===== config.mk =====
export PLATFORM = sky130hd
export DESIGN_NAME = if_id_pipe_buf
export DESIGN_NICKNAME = d
export VERILOG_FILES = /design/src/rtl/if_id_pipe_buf.sv
export SDC_FILE = /design/constraint.sdc
export NUM_CORES = 1
export LEC_CHECK = 0
export BUFFER_PORTS_ARGS = -buffer_cell sky130_fd_sc_hd__clkbuf_2
export CAP_MARGIN = 25
export CORE_MARGIN = 5
export CORE_UTILIZATION = 45
export DETAILED_ROUTE_END_ITERATION = 10
export PLACE_DENSITY = 0.75
export REMOVE_ABC_BUFFERS = 1
export SLEW_MARGIN = 25
export SYNTH_ARGS = -nofsm -noshare
export SYNTH_HDL_FRONTEND = slang
export SYNTH_SLANG_ARGS = --single-unit

===== constraint.sdc =====
create_clock -name clk -period 5.5 [get_ports clk]
set_clock_uncertainty 0.05 [all_clocks]
set_input_delay 1.1 -clock clk [delete_from_list [all_inputs] [get_ports clk]]
set_output_delay 1.1 -clock clk [all_outputs]
set_load 0.03 [all_outputs]

===== src/rtl/if_id_pipe_buf.sv =====
// if_id_pipe_buf: elastic fetch-to-decode pipeline buffer.
// DEPTH-entry circular FIFO with valid/ready on both sides.
// The head entry is mirrored into output registers, so no input reaches an output combinationally.
// A synchronous flush empties the buffer and presents a NOP.
// A saturating counter records the cycles where decode stalls a valid head.
module if_id_pipe_buf #(
    parameter int INST_W = 32,
    parameter int PC_W = 32,
    parameter int DEPTH = 2,
    parameter logic [INST_W-1:0] NOP_INST = INST_W'(32'h0000_0013),
    parameter int CNT_W = 16,
    localparam int LVL_W = $clog2(DEPTH + 1),
    localparam int PTR_W = (DEPTH > 1) ? $clog2(DEPTH) : 1
) (
    input  logic              clk,
    input  logic              rst_n,
    input  logic              in_valid,
    output logic              in_ready,
    input  logic [INST_W-1:0] in_inst,
    input  logic [PC_W-1:0]   in_pc,
    output logic              out_valid,
    input  logic              out_ready,
    output logic [INST_W-1:0] out_inst,
    output logic [PC_W-1:0]   out_pc,
    input  logic              flush,
    output logic [LVL_W-1:0]  level,
    output logic [CNT_W-1:0]  stall_cnt,
    input  logic              cnt_clr
);

    logic [INST_W-1:0] r_instMem [DEPTH];
    logic [PC_W-1:0]   r_pcMem [DEPTH];
    logic [PTR_W-1:0]  r_wrPtr;
    logic [PTR_W-1:0]  r_rdPtr;
    logic [LVL_W-1:0]  r_level;
    logic              r_outValid;
    logic [INST_W-1:0] r_outInst;
    logic [PC_W-1:0]   r_outPc;
    logic [CNT_W-1:0]  r_stallCnt;

    logic              w_inReady;
    logic              w_push;
    logic              w_pop;
    logic [PTR_W-1:0]  w_wrNext;
    logic [PTR_W-1:0]  w_rdNext;
    logic [LVL_W-1:0]  w_levelNext;
    logic [LVL_W-1:0]  w_levelAfterPop;
    logic              w_headFromIn;

    // Pointer advance with explicit wrap, so non-power-of-two depths work
    function automatic logic [PTR_W-1:0] ptrInc(input logic [PTR_W-1:0] p);
        if (p == PTR_W'(DEPTH - 1)) begin
            return '0;
        end
        return p + 1'b1;
    endfunction

    // in_ready depends only on the registered level, so a pop never frees a slot in the same cycle
    assign w_inReady = (r_level < LVL_W'(DEPTH));
    assign w_push    = in_valid & w_inReady;
    assign w_pop     = r_outValid & out_ready;
    assign w_wrNext  = w_push ? ptrInc(r_wrPtr) : r_wrPtr;
    assign w_rdNext  = w_pop ? ptrInc(r_rdPtr) : r_rdPtr;

    assign w_levelAfterPop = w_pop ? (r_level - 1'b1) : r_level;
    assign w_headFromIn    = w_push && (w_levelAfterPop == '0);

    // Occupancy after this edge's push/pop
    always_comb begin
        w_levelNext = r_level;
        if (w_push && !w_pop) begin
            w_levelNext = r_level + 1'b1;
        end else if (!w_push && w_pop) begin
            w_levelNext = r_level - 1'b1;
        end
    end

    // Entry storage; a push in a flush cycle is dropped
    always_ff @(posedge clk) begin
        if (w_push && !flush) begin
            r_instMem[r_wrPtr] <= in_inst;
            r_pcMem[r_wrPtr]   <= in_pc;
        end
    end

    // Pointers and level, cleared by flush
    always_ff @(posedge clk or negedge rst_n) begin
        if (!rst_n) begin
            r_wrPtr <= '0;
            r_rdPtr <= '0;
            r_level <= '0;
        end else if (flush) begin
            r_wrPtr <= '0;
            r_rdPtr <= '0;
            r_level <= '0;
        end else begin
            r_wrPtr <= w_wrNext;
            r_rdPtr <= w_rdNext;
            r_level <= w_levelNext;
        end
    end

    // Registered head copy; when the buffer empties, out_pc keeps the last popped PC
    always_ff @(posedge clk or negedge rst_n) begin
        if (!rst_n) begin
            r_outValid <= 1'b0;
            r_outInst  <= NOP_INST;
            r_outPc    <= '0;
        end else if (flush) begin
            r_outValid <= 1'b0;
            r_outInst  <= NOP_INST;
            r_outPc    <= '0;
        end else if (w_levelNext == '0) begin
            r_outValid <= 1'b0;
            r_outInst  <= NOP_INST;
        end else begin
            r_outValid <= 1'b1;
            if (w_headFromIn) begin
                r_outInst <= in_inst;
                r_outPc   <= in_pc;
            end else begin
                r_outInst <= r_instMem[w_rdNext];
                r_outPc   <= r_pcMem[w_rdNext];
            end
        end
    end

    // Saturating stall counter; clear wins over increment and flush leaves it alone
    always_ff @(posedge clk or negedge rst_n) begin
        if (!rst_n) begin
            r_stallCnt <= '0;
        end else if (cnt_clr) begin
            r_stallCnt <= '0;
        end else if (r_outValid && !out_ready && (r_stallCnt != '1)) begin
            r_stallCnt <= r_stallCnt + 1'b1;
        end
    end

    assign in_ready  = w_inReady;
    assign out_valid = r_outValid;
    assign out_inst  = r_outInst;
    assign out_pc    = r_outPc;
    assign level     = r_level;
    assign stall_cnt = r_stallCnt;

endmodule

## Word level (Yosys, flattened, before mapping)

Memory sizes are Yosys's and may differ from the RTL's.
Cells that the tools add are included.

- Register bits: 85
- RAM bits: 128
- Bits of input ports: 70
- Output and inout bits: 84
- Logic and storage cells: 59
- Memories kept: 2

Memories:

| memory | words | width | read ports | clocked after memory_dff | wr ports | line | source |
|---|---|---|---|---|---|---|---|
| r_instMem | 2 | 32 | 1 | 0 | 1 | 31 | `logic [INST_W-1:0] r_instMem [DEPTH];` |
| r_pcMem | 2 | 32 | 1 | 0 | 1 | 32 | `logic [PC_W-1:0] r_pcMem [DEPTH];` |

- $add $sub $neg: 5
- $lt $le $gt $ge: 1
- Equality and inequality tests: 2
- Mux-type cells: 26
- Bitwise operators: 2
- Reduce and logical (&&, ||, !) cells: 14

Operators with widths:

| kind | count |
|---|---|
| 32-bit 2-to-1 mux | 6 |
| 16-bit 2-to-1 mux | 2 |
| 16-bit by 1-bit adder with 16-bit output, second input constant | 1 |
| 16-bit inequality test, second input constant | 1 |
| 1-bit 2-to-1 mux | 14 |
| 2-bit 2-to-1 mux | 4 |
| 1-bit logical AND | 6 |
| 1-bit zero test | 4 |
| 2-bit zero test | 2 |
| 2-bit nonzero test | 2 |
| 1-bit adder, second input constant | 2 |
| 2-bit by 1-bit adder with 2-bit output, second input constant | 1 |
| 1-bit AND | 2 |
| 2-bit < comparator, second input constant | 1 |
| 2-bit inequality test, second input constant | 1 |
| 2-bit by 1-bit subtractor with 2-bit output, second input constant | 1 |

## Longest topological paths before layout

- Word-level depth: 9
- Mapped depth: 7
- Depth with buffers taken out: 5

## Worst setup path after synthesis

OpenSTA, ideal clock, no wires.

- Path kind: input -> register
- Start point: in flush
- End point: mem r_instMem[0][0], enable pin
- Arrival time: 3.999 ns
- Required time: 4.963 ns
- Path slack: 0.964 ns
- Cell stages on the path: 3
- Buffers on the path: 0
- Cells stage by stage: nor2_1 > nand2_1 > nor2_1

- Longest elaborated chain between the ends: 4

RTL lines:

| element | line | source |
|---|---|---|
| start: declaration | 25 | `input logic flush,` |
| 1-bit zero test | 80 | `if (w_push && !flush) begin` |
| 1-bit logical AND | 80 |  |
| 1-bit 2-to-1 mux | 80 |  |
| 1-bit 2-to-1 mux (not written as such) | 81 | `r_instMem[r_wrPtr] <= in_inst;` |
| end: declaration | 31 |  |

No other way between the ends.

## Worst setup path after layout

- Start point: in out_ready
- End point: reg r_outInst[21] (netlist: out_inst[21])

- Longest elaborated chain between the ends: 7

RTL lines:

| element | line | source |
|---|---|---|
| start: declaration | 22 | `input logic out_ready,` |
| 1-bit AND * | 61 | `assign w_pop = r_outValid & out_ready;` |
| 2-bit 2-to-1 mux, or another cell as far along | 65 | `assign w_levelAfterPop = w_pop ? (r_level - 1'b1) : r_level;` |
| 2-bit zero test, or another cell as far along | 66 | `assign w_headFromIn = w_push && (w_levelAfterPop == '0);` |
| 1-bit logical AND or 2-bit 2-to-1 mux (tied branches) | 66, 71 |  |
| 32-bit 2-to-1 mux or 2-bit zero test (tied branches) | 118, 113 |  |
| 32-bit 2-to-1 mux * | 113 | `end else if (w_levelNext == '0) begin` |
| 32-bit 2-to-1 mux * | 109 | `end else if (flush) begin` |
| end signal: assignment | 119 | `r_outInst <= in_inst;` |
| end signal: assignment | 122 | `r_outInst <= r_instMem[w_rdNext];` |
| end: declaration | 37 | `logic [INST_W-1:0] r_outInst;` |

Mark *: on every way between the ends. The rest lies on a longest branch, timed or not.
A chain may end at the register's enable or synchronous reset.

==> impl_metrics.tcl <==
set metrics [dict create \
    syn_inst 648 \
    period_minus_slack_ns 2.87 \
    drive_gt1_frac 0.295 \
    power_density_nw_per_um2 401 \
    finish.utilization 0.550 \
    yosysWarningCount 0 \
    synth.avg_cell_area_um2 13.3 \
    setup_viol 0 \
    grt.overflow.total 0 \
    fp.dieH_um 148 \
    cp.required_ns 5.78 \
    grt_pass1_vias 5890 \
    async_flop_share 0.399 \
    place_congestion 0.799 \
    antenna_found_initial 1 \
    track_usage 0.173 \
    wl_per_cell_um 18.9 \
    numPlacedInstances 1001 \
    coreArea_um2 18800 \
    cts_setup_buffers 0 \
    cts_tree "built" \
    cts-root-buf "clkbuf_16" \
    fin_nets 863 \
    synthFlopType "edfxtp_1" \
    via_per_inst 5.55 \
    tightest_slew_ns 0.987 \
    row_count 50 \
    ys_ff_latch 213 \
    port_buffers 153 \
    crit_start "out_ready" \
    drc 0 \
    leakage_nw 4.22 \
    grt_first_pass_wirelength_mm 30.7 \
    critPathArrivalTime_ns 3.15 \
    peakVddDrop_uv 260 \
    ant_nets 0 \
    maxUsedRoutingLayer "met5" \
    cts_buffer_depth 3 \
    rr_startpoint "level[0]" \
    synth_cell_types 39 \
    drt_iter0_markers 273 \
    max-slew-margin-rel 0.340 \
    wl_met2_mm 9.53 \
    criticalPathCategory "input pin to register" \
    critPathMaxFanout 37 \
    status "finished, final reports clean" \
    insertion_delay_ns 0.50 \
    firstDrtPassIters 4 \
    fin_tns_setup_ns 0 \
    fin_crit_sh 0.522 \
    die-area_um2 22000 \
    die_w_um 148 \
    routed-wl-met3_mm 1.32 \
    holdCritStartpoint "out_pc[10]" \
    wl_mm 19.7 \
    num_vias 5792 \
    syn_area_um2 8610 \
    stdcell_count 1043 \
    cts-resized-gates 0 \
    finalHoldViolCount 0 \
    initial_utilization 0.459 \
    yosysSeqAreaShare 0.694 \
    hold_buffers 0 \
    post-dp-hpwl_mm 12.2 \
    max_freq_mhz 348 \
    grt_max_degree 67 \
    synth_edf_count 128 \
    path_clk_slew_ns 0.06 \
    io_pins 154 \
    whs_ns 0.471 \
    drt-met1-wl_mm 8.45 \
    htree_levels 1 \
    rsz0062_at_grt "no" \
    cp-end-kind "register" \
    diodes 0 \
    start_kind "input pin" \
    min_path_type "register to register" \
    cts_sinks 213 \
    maxCapViolCount 0 \
    numCtsBuffers 23 \
    syn_to_final_growth_pct 19.9 \
    report.final.slew_viol_count 0 \
]
path summary, 6_finish.rpt:
check                           endpoint  slack [ns]  cells past startpoint
max in group asynchronous    out_inst[8]        3.86                      2
min reg2reg                   out_pc[10]        0.47                      2
min in group asynchronous  stall_cnt[15]        0.56                      1
max                         out_inst[21]        2.63                      6
max reg2reg                  out_inst[8]        2.89                      5
min                           out_pc[10]        0.47                      2
registers in the layout (all words and copies together), names as in the netlist:
name / count
level: 2
out_inst: 32
out_pc: 32
out_valid: 1
r_instMem: 64
r_pcMem: 64
r_rdPtr: 1
r_wrPtr: 1
stall_cnt: 16
Yosys cell counts (2+ instances only):
master | number | area [µm²]
edfxtp_1 | 128 | 3840
dfrtp_1 | 82 | 2050
nor2_1 | 73 | 274
nand2_1 | 68 | 255
and3_1 | 38 | 238
a211oi_1 | 35 | 263
inv_1 | 35 | 131
o32ai_1 | 32 | 280
a311oi_2 | 29 | 435
clkbuf_1 | 20 | 75.1
a21oi_1 | 14 | 70.1
buf_2 | 13 | 65.1
o21ai_0 | 12 | 60.1
or3_1 | 12 | 75.1
nand4_1 | 6 | 37.5
buf_1 | 5 | 18.8
buf_6 | 5 | 56.3
and2_1 | 4 | 25.0
nand3_1 | 4 | 20.0
o21bai_1 | 4 | 30.0
xor2_1 | 4 | 35.0
dfstp_2 | 3 | 78.8
and4_1 | 2 | 17.5
mux2i_1 | 2 | 20.0
nand2b_1 | 2 | 12.5
o31ai_1 | 2 | 15.0
or4_1 | 2 | 15.0
cell families after synthesis:
| logic type | Yosys count | share of synthesized area |
|---|---|---|
| buffers and inverters | 79 | 0.0411 |
| XOR/XNOR | 4 | 0.00407 |
| flip-flops | 213 | 0.694 |
| AO/OA/AOI/OAI | 133 | 0.140 |
| AND/OR/NAND/NOR | 216 | 0.117 |
| multiplexers | 2 | 0.00233 |
| adder cells (fa/ha/maj) | 1 | 0.00145 |
cell usage in the layout, fill, tap and decap left out, types with 3 or more instances in the layout:
cell type  netlist  layout
buf_4            1      11
inv_1           35      35
or3_1           12      11
clkbuf_2         0     152
clkinv_2         0       6
a211oi_1        35      35
nand2_1         68      67
and2_1           4       4
o21ai_0         12      12
a21oi_1         14      14
dfstp_2          3       3
dfrtp_1         82      82
nand3_1          4       4
nor2_1          73      72
bufinv_16        0       3
edfxtp_1       128     128
clkbuf_16        0      23
o21bai_1         4       3
xor2_1           4       4
a311oi_2        29      29
and3_1          38      37
nand4_1          6       6
clkbuf_1        20       4
o32ai_1         32      32
metrics by stage:
step | cell area [µm²] | power [mW] | setup slack [ns]
after floorplan | 8390 | 2.37 | 0.491
after global placement | 9560 | 2.61 | 2.16
after detailed placement | 9560 | 2.63 | 2.09
after CTS | 10300 | 4.18 | 2.62
after global routing | 10300 | 4.31 | 2.47
final | 10300 | 4.13 | 2.63
metal layers:
| layer | global-route usage | up-vias |
|---|---|---|
| li1 | - | 2706 |
| met1 | 0.227 | 2878 |
| met2 | 0.290 | 174 |
| met3 | 0.0472 | 32 |
| met4 | 0.0411 | 2 |
| met5 | 0 | - |
where the power goes:
part | switching (mW) | total, mW | internal (mW)
clock | 0.610 | 1.55 | 0.937
sequential | 0.0574 | 1.89 | 1.84
combinational | 0.492 | 0.695 | 0.202
cell type report:
type                       count  area (µm²)
clock buffer                  29         618
clock inverter                13         144
fill                        1544        8450
inverter                      35         131
multi-input combinational    356        2320
sequential                   213        5970
tap                          234         293
timing repair buffer         163         843
critical path, stage by stage:
cell and delay [ns]:
clkbuf_2 0.14, a21bo_2 0.56, nand2_2 0.64, buf_4 0.45, nand2_1 0.12, a311oi_2 0.10
No activity file was read; power rests on OpenSTA's default activity.
